**src/rtl/div_seq_restoring.sv**
```systemverilog
// Iterative unsigned radix-2 restoring divider: 2*DATA_LEN / DATA_LEN -> DATA_LEN quotient and remainder.
// Optional macro DIV_EARLY_TERM_EN: error operations (divide by zero / overflow) finish one cycle after accept.
module div_seq_restoring #(
    parameter int DATA_LEN = 8
) (
    input  logic                  clk,
    input  logic                  rst_n,
    input  logic                  in_valid,
    output logic                  in_ready,
    input  logic [2*DATA_LEN-1:0] dividend,
    input  logic [DATA_LEN-1:0]   divisor,
    output logic                  out_valid,
    input  logic                  out_ready,
    output logic [DATA_LEN-1:0]   quotient,
    output logic [DATA_LEN-1:0]   remainder,
    output logic                  div_by_zero,
    output logic                  overflow
);

    localparam int                CNT_W    = $clog2(DATA_LEN) + 1;
    localparam logic [CNT_W-1:0]  CNT_LAST = CNT_W'(DATA_LEN - 1);

    typedef enum logic [1:0] {
        IDLE,
        CALC,
        DONE
    } state_t;

    state_t              state;
    logic [DATA_LEN:0]   rem;
    logic [DATA_LEN-1:0] q;
    logic [DATA_LEN-1:0] dsr;
    logic [CNT_W-1:0]    cnt;
    logic                dz;
    logic                ovf;

    logic                acc_dz;
    logic                acc_ovf;
    logic [DATA_LEN:0]   rem_sh;
    logic                rem_ge;
    logic [DATA_LEN:0]   rem_nx;
    logic [DATA_LEN-1:0] q_nx;
    logic                calc_last;

    // Error results saturate: quotient all ones, remainder zero.
    function automatic logic [DATA_LEN-1:0] sat_quotient(input logic [DATA_LEN-1:0] qv,
                                                         input logic              err);
        return err ? {DATA_LEN{1'b1}} : qv;
    endfunction

    function automatic logic [DATA_LEN-1:0] sat_remainder(input logic [DATA_LEN:0] rv,
                                                          input logic            err);
        return err ? {DATA_LEN{1'b0}} : rv[DATA_LEN-1:0];
    endfunction

    always_comb begin
        acc_dz  = (divisor == '0);
        acc_ovf = !acc_dz && (dividend[2*DATA_LEN-1:DATA_LEN] >= divisor);

        // A set rem MSB means the shifted value exceeds any divisor, so it always subtracts.
        rem_sh  = {rem[DATA_LEN-1:0], q[DATA_LEN-1]};
        rem_ge  = rem[DATA_LEN] || (rem_sh >= {1'b0, dsr});
        rem_nx  = rem_ge ? (rem_sh - {1'b0, dsr}) : rem_sh;
        q_nx    = {q[DATA_LEN-2:0], rem_ge};

`ifdef DIV_EARLY_TERM_EN
        calc_last = (cnt == CNT_LAST) || dz || ovf;
`else
        calc_last = (cnt == CNT_LAST);
`endif
    end

    always_ff @(posedge clk or negedge rst_n) begin
        if (!rst_n) begin
            state       <= IDLE;
            in_ready    <= 1'b1;
            out_valid   <= 1'b0;
            quotient    <= '0;
            remainder   <= '0;
            div_by_zero <= 1'b0;
            overflow    <= 1'b0;
            rem         <= '0;
            q           <= '0;
            dsr         <= '0;
            cnt         <= '0;
            dz          <= 1'b0;
            ovf         <= 1'b0;
        end else begin
            case (state)
                IDLE: begin
                    if (in_valid && in_ready) begin
                        rem      <= {1'b0, dividend[2*DATA_LEN-1:DATA_LEN]};
                        q        <= dividend[DATA_LEN-1:0];
                        dsr      <= divisor;
                        cnt      <= '0;
                        dz       <= acc_dz;
                        ovf      <= acc_ovf;
                        in_ready <= 1'b0;
                        state    <= CALC;
                    end
                end

                CALC: begin
                    rem <= rem_nx;
                    q   <= q_nx;
                    cnt <= cnt + CNT_W'(1);
                    if (calc_last) begin
                        quotient    <= sat_quotient(q_nx, dz || ovf);
                        remainder   <= sat_remainder(rem_nx, dz || ovf);
                        div_by_zero <= dz;
                        overflow    <= ovf;
                        out_valid   <= 1'b1;
                        state       <= DONE;
                    end
                end

                DONE: begin
                    // Result is held until taken; in_ready rises only after, giving a one-cycle bubble.
                    if (out_ready) begin
                        out_valid   <= 1'b0;
                        quotient    <= '0;
                        remainder   <= '0;
                        div_by_zero <= 1'b0;
                        overflow    <= 1'b0;
                        in_ready    <= 1'b1;
                        state       <= IDLE;
                    end
                end

                default: begin
                    in_ready  <= 1'b1;
                    out_valid <= 1'b0;
                    state     <= IDLE;
                end
            endcase
        end
    end

endmodule

```
**config.mk**
```make
export PLATFORM = sky130hd
export DESIGN_NAME = div_seq_restoring
export DESIGN_NICKNAME = d
export VERILOG_FILES = /design/src/rtl/div_seq_restoring.sv
export SDC_FILE = /design/constraint.sdc
export NUM_CORES = 1
export LEC_CHECK = 0
export CORE_UTILIZATION = 54
export DETAILED_ROUTE_END_ITERATION = 6
export GPL_ROUTABILITY_DRIVEN = 0
export GPL_TIMING_DRIVEN = 0
export PLACE_DENSITY = 0.76
export SLEW_MARGIN = 20
export SYNTH_ARGS = -nofsm -noshare
export SYNTH_HDL_FRONTEND = slang
export SYNTH_SLANG_ARGS = --single-unit
```
**constraint.sdc**
```tcl
create_clock -name clk -period 2.5 [get_ports clk]
set_input_delay 0.625 -clock clk [delete_from_list [all_inputs] [get_ports clk]]
set_output_delay 0.625 -clock clk [all_outputs]
set_load 0.02 [all_outputs]
```
==> key figures <==
Outcome
  – Outcome: completed

Synth
  – Largest family of logic cells by synthesized area: compound AO/OA/AOI/OAI gates
  – Compound-Gate Fraction of Synth Area: 20.2%
  – Xor/xnor share of the synthesized area: 1.47%
  – Mux contribution to synthesized area: 3.02%
  – Syn_area_per_cell: 9.38 um^2
  – Async SR Flop Fraction: 100%
  – Post-synth EDFFs: 0
  – Register bit total from synthesis: 53
  – Post-Synth Simple-Gate Area: 17.9%
  – Mapped Cells: 318
  – Mapped cell area: 0.00298 mm^2
  – Adder-cell share of the synthesized area: 7.80%
  – Area share of the largest cell type after synthesis: 43.6%
  – Cell taking the most area after synthesis: dfrtp_1
  – Synth Net Count: 364
  – Sequential share of the synthesized area: 44.5%
  – Yosys warns: 0
  – Main area contributors after synthesis: dfrtp_1, ha_1, nand2_1
  – Top_reg_cell synth: dfrtp_1
  – Synth cell types: 60

Clock tree
  – Max Buffers Root-to-Sink: 2
  – Post-cts repair resize count: 0
  – H-tree levels: 2
  – CTS clk-pin slew, worst paths: 0.10 ns
  – TritonCTS Buffers: 5
  – Clk root buf: clkbuf_8
  – Clk sinks: 53
  – Clock Latency Late Sink: 0.31 ns
  – # hold bufs at CTS: 0
  – Setup Buffers After CTS: 0
  – CTS tree: yes

Routing
  – Post-route ant nets: 0
  – Wire per inst: 16.0 um
  – Iter 0 DRT Violations: 148
  – Detailed-route via count: 2524
  – Drt first pass iters: 4
  – Via density per instance: 5.70
  – Remaining DRCs: 0
  – Routed wire length: 7110 um

Global route
  – First-pass GRT wire length: 12400 um
  – Tot GR Track Use: 27.3%
  – Initial antenna violation count: 0
  – Largest net degree at the start of global routing: 54
  – Vias in the first global route: 2616
  – Total grt overflow: 0

STA
  – Final Worst Setup Slack: 0.130 ns
  – Max-slew violation total from the final report: 0
  – Worst Skew: 0.00645 ns
  – Final Hold Fails: 0
  – Post-Route Setup TNS: 0 ns
  – Slew Limit Headroom: 45.2%
  – Worst hold margin: 0.335 ns
  – Unrepaired setup endpoints after global routing: no
  – Final period util: 94.8%
  – Achievable Freq: 0.422 GHz
  – Clock period minus worst slack: 2.37 ns
  – Tightest Pin Transition: 0.818 ns
  – Final setup fails: 0

Floorplanning
  – Core Box Area: 0.00520 mm^2
  – Site row count: 26
  – Die height: 76.3 um
  – Initial Util: 57.3%
  – IO Pins: 48
  – Die area: 0.00583 mm^2
  – Die W: 76.3 um

Power and ir drop
  – Peak supply drop: 0.716 mV
  – Leak: 0.00171 uW
  – Pwr dens: 1330 mW/mm^2

Critical path
  – Setup crit start kind: input port
  – CP required: 2.68 ns
  – Critical path class: input port to flip-flop
  – Reg2Reg Depth: 6
  – CP max FO: 10
  – Data arrival, critical path: 2.55 ns
  – Worst setup EP type: flip-flop

Layout
  – Layout net count: 418
  – Synthesis-to-layout area growth: 21.5%
  – Most frequent cells in the layout: nand2_1, dfrtp_1, clkdlybuf4s50_1
  – Antenna diodes: 0
  – Fill cells: 449
  – Share of layout cells above drive strength 1: 9.65%
  – Final Instance Area: 0.00363 mm^2
  – Final core utilization: 69.7%

Flow run
  – MaxCap Viol Count: 0

Place
  – DP Area: 0.00354 mm^2
  – Post-DP HPWL: 5260 um
  – Place WS: -0.182 ns
  – Port Buffer Count: 47

Hold path
  – Worst hold path class: input port to asynchronous set/reset pin
## metrics by stage
stage	total power [uW]	instances
6_report	4820	443
5_1_grt	5230	443
4_1_cts	4820	443
3_5_place_dp	4320	435
3_3_place_gp	4240	435
2_1_floorplan	3490	318
## Yosys cell counts (all sizes together), types with 3 or more instances
cell type and instances:
nor2 25, inv 20, nor3 4, a31oi 5, dfrtp 52, buf 10
a22o 3, nand2b 6, a21oi 15, xor2 3, mux2i 6, o22ai 6
nand2 52, ha 17, nand3 7, o21ai 37, a21o 7, and3 6
or2 3
## state kept, by name, indices dropped and copies added, names as in the netlist
register / flops
cnt: 4
div_by_zero: 1
dsr: 8
dz: 1
in_ready: 1
out_valid: 1
overflow: 1
ovf: 1
q: 8
quotient: 8
rem: 9
remainder: 8
state: 2
## cell type report
class / count / area, um^2 / area share (%)
multi-input cells: 233 / 1500 / 41.5
flip-flops and latches: 53 / 1330 / 36.6
repair buffers: 47 / 468 / 12.9
well taps: 70 / 87.6 / 2.42
plain buffers: 12 / 77.6 / 2.14
inverters: 20 / 75.1 / 2.07
clock buffers: 6 / 72.6 / 2.00
clock inverters: 2 / 13.8 / 0.380
## critical path, cell delays in order
cell and delay (ns):
clkdlybuf4s50_1 0.47, nand2b_1 0.10, nor3b_2 0.70, clkbuf_1 0.47
o21ai_0 0.17
## power breakdown
part,internal (uW),switching [uW]
Combinational,1250,1590
Sequential,1240,255
Clock,200,287
## final timing paths
check	slack (ns)	end	from
hold / removal	0.34	quotient[3]	rst_n
max in group asynchronous	1.72	state[0]	rst_n
hold reg to reg	0.47	quotient[6]	quotient[6]
setup reg to reg	0.24	remainder[4]	rem[2]
min in group clk	0.47	quotient[6]	quotient[6]
setup / recovery	0.13	dsr[6]	in_valid
## cells by family after synthesis
family,count (synthesis)
DFF,53
AOI/OAI and AO/OA,90
xor gates and xnor gates,5
adders and majority gates,18
and+or+nand+nor,112
muxes,8
buffers and inverters,32
## routing by layer
layer  global-route usage [%]  routed length [um]  share of wire [%]  vias up
met5                        0                   0                  0        -
met4                     10.6                 210                3.0        0
met3                     5.75                 406                5.7       21
met2                     43.5                3220                 45       84
met1                     36.6                3270                 46     1194
li1                         -                   -                  -     1225
No activity file was read; power rests on OpenSTA's default activity.
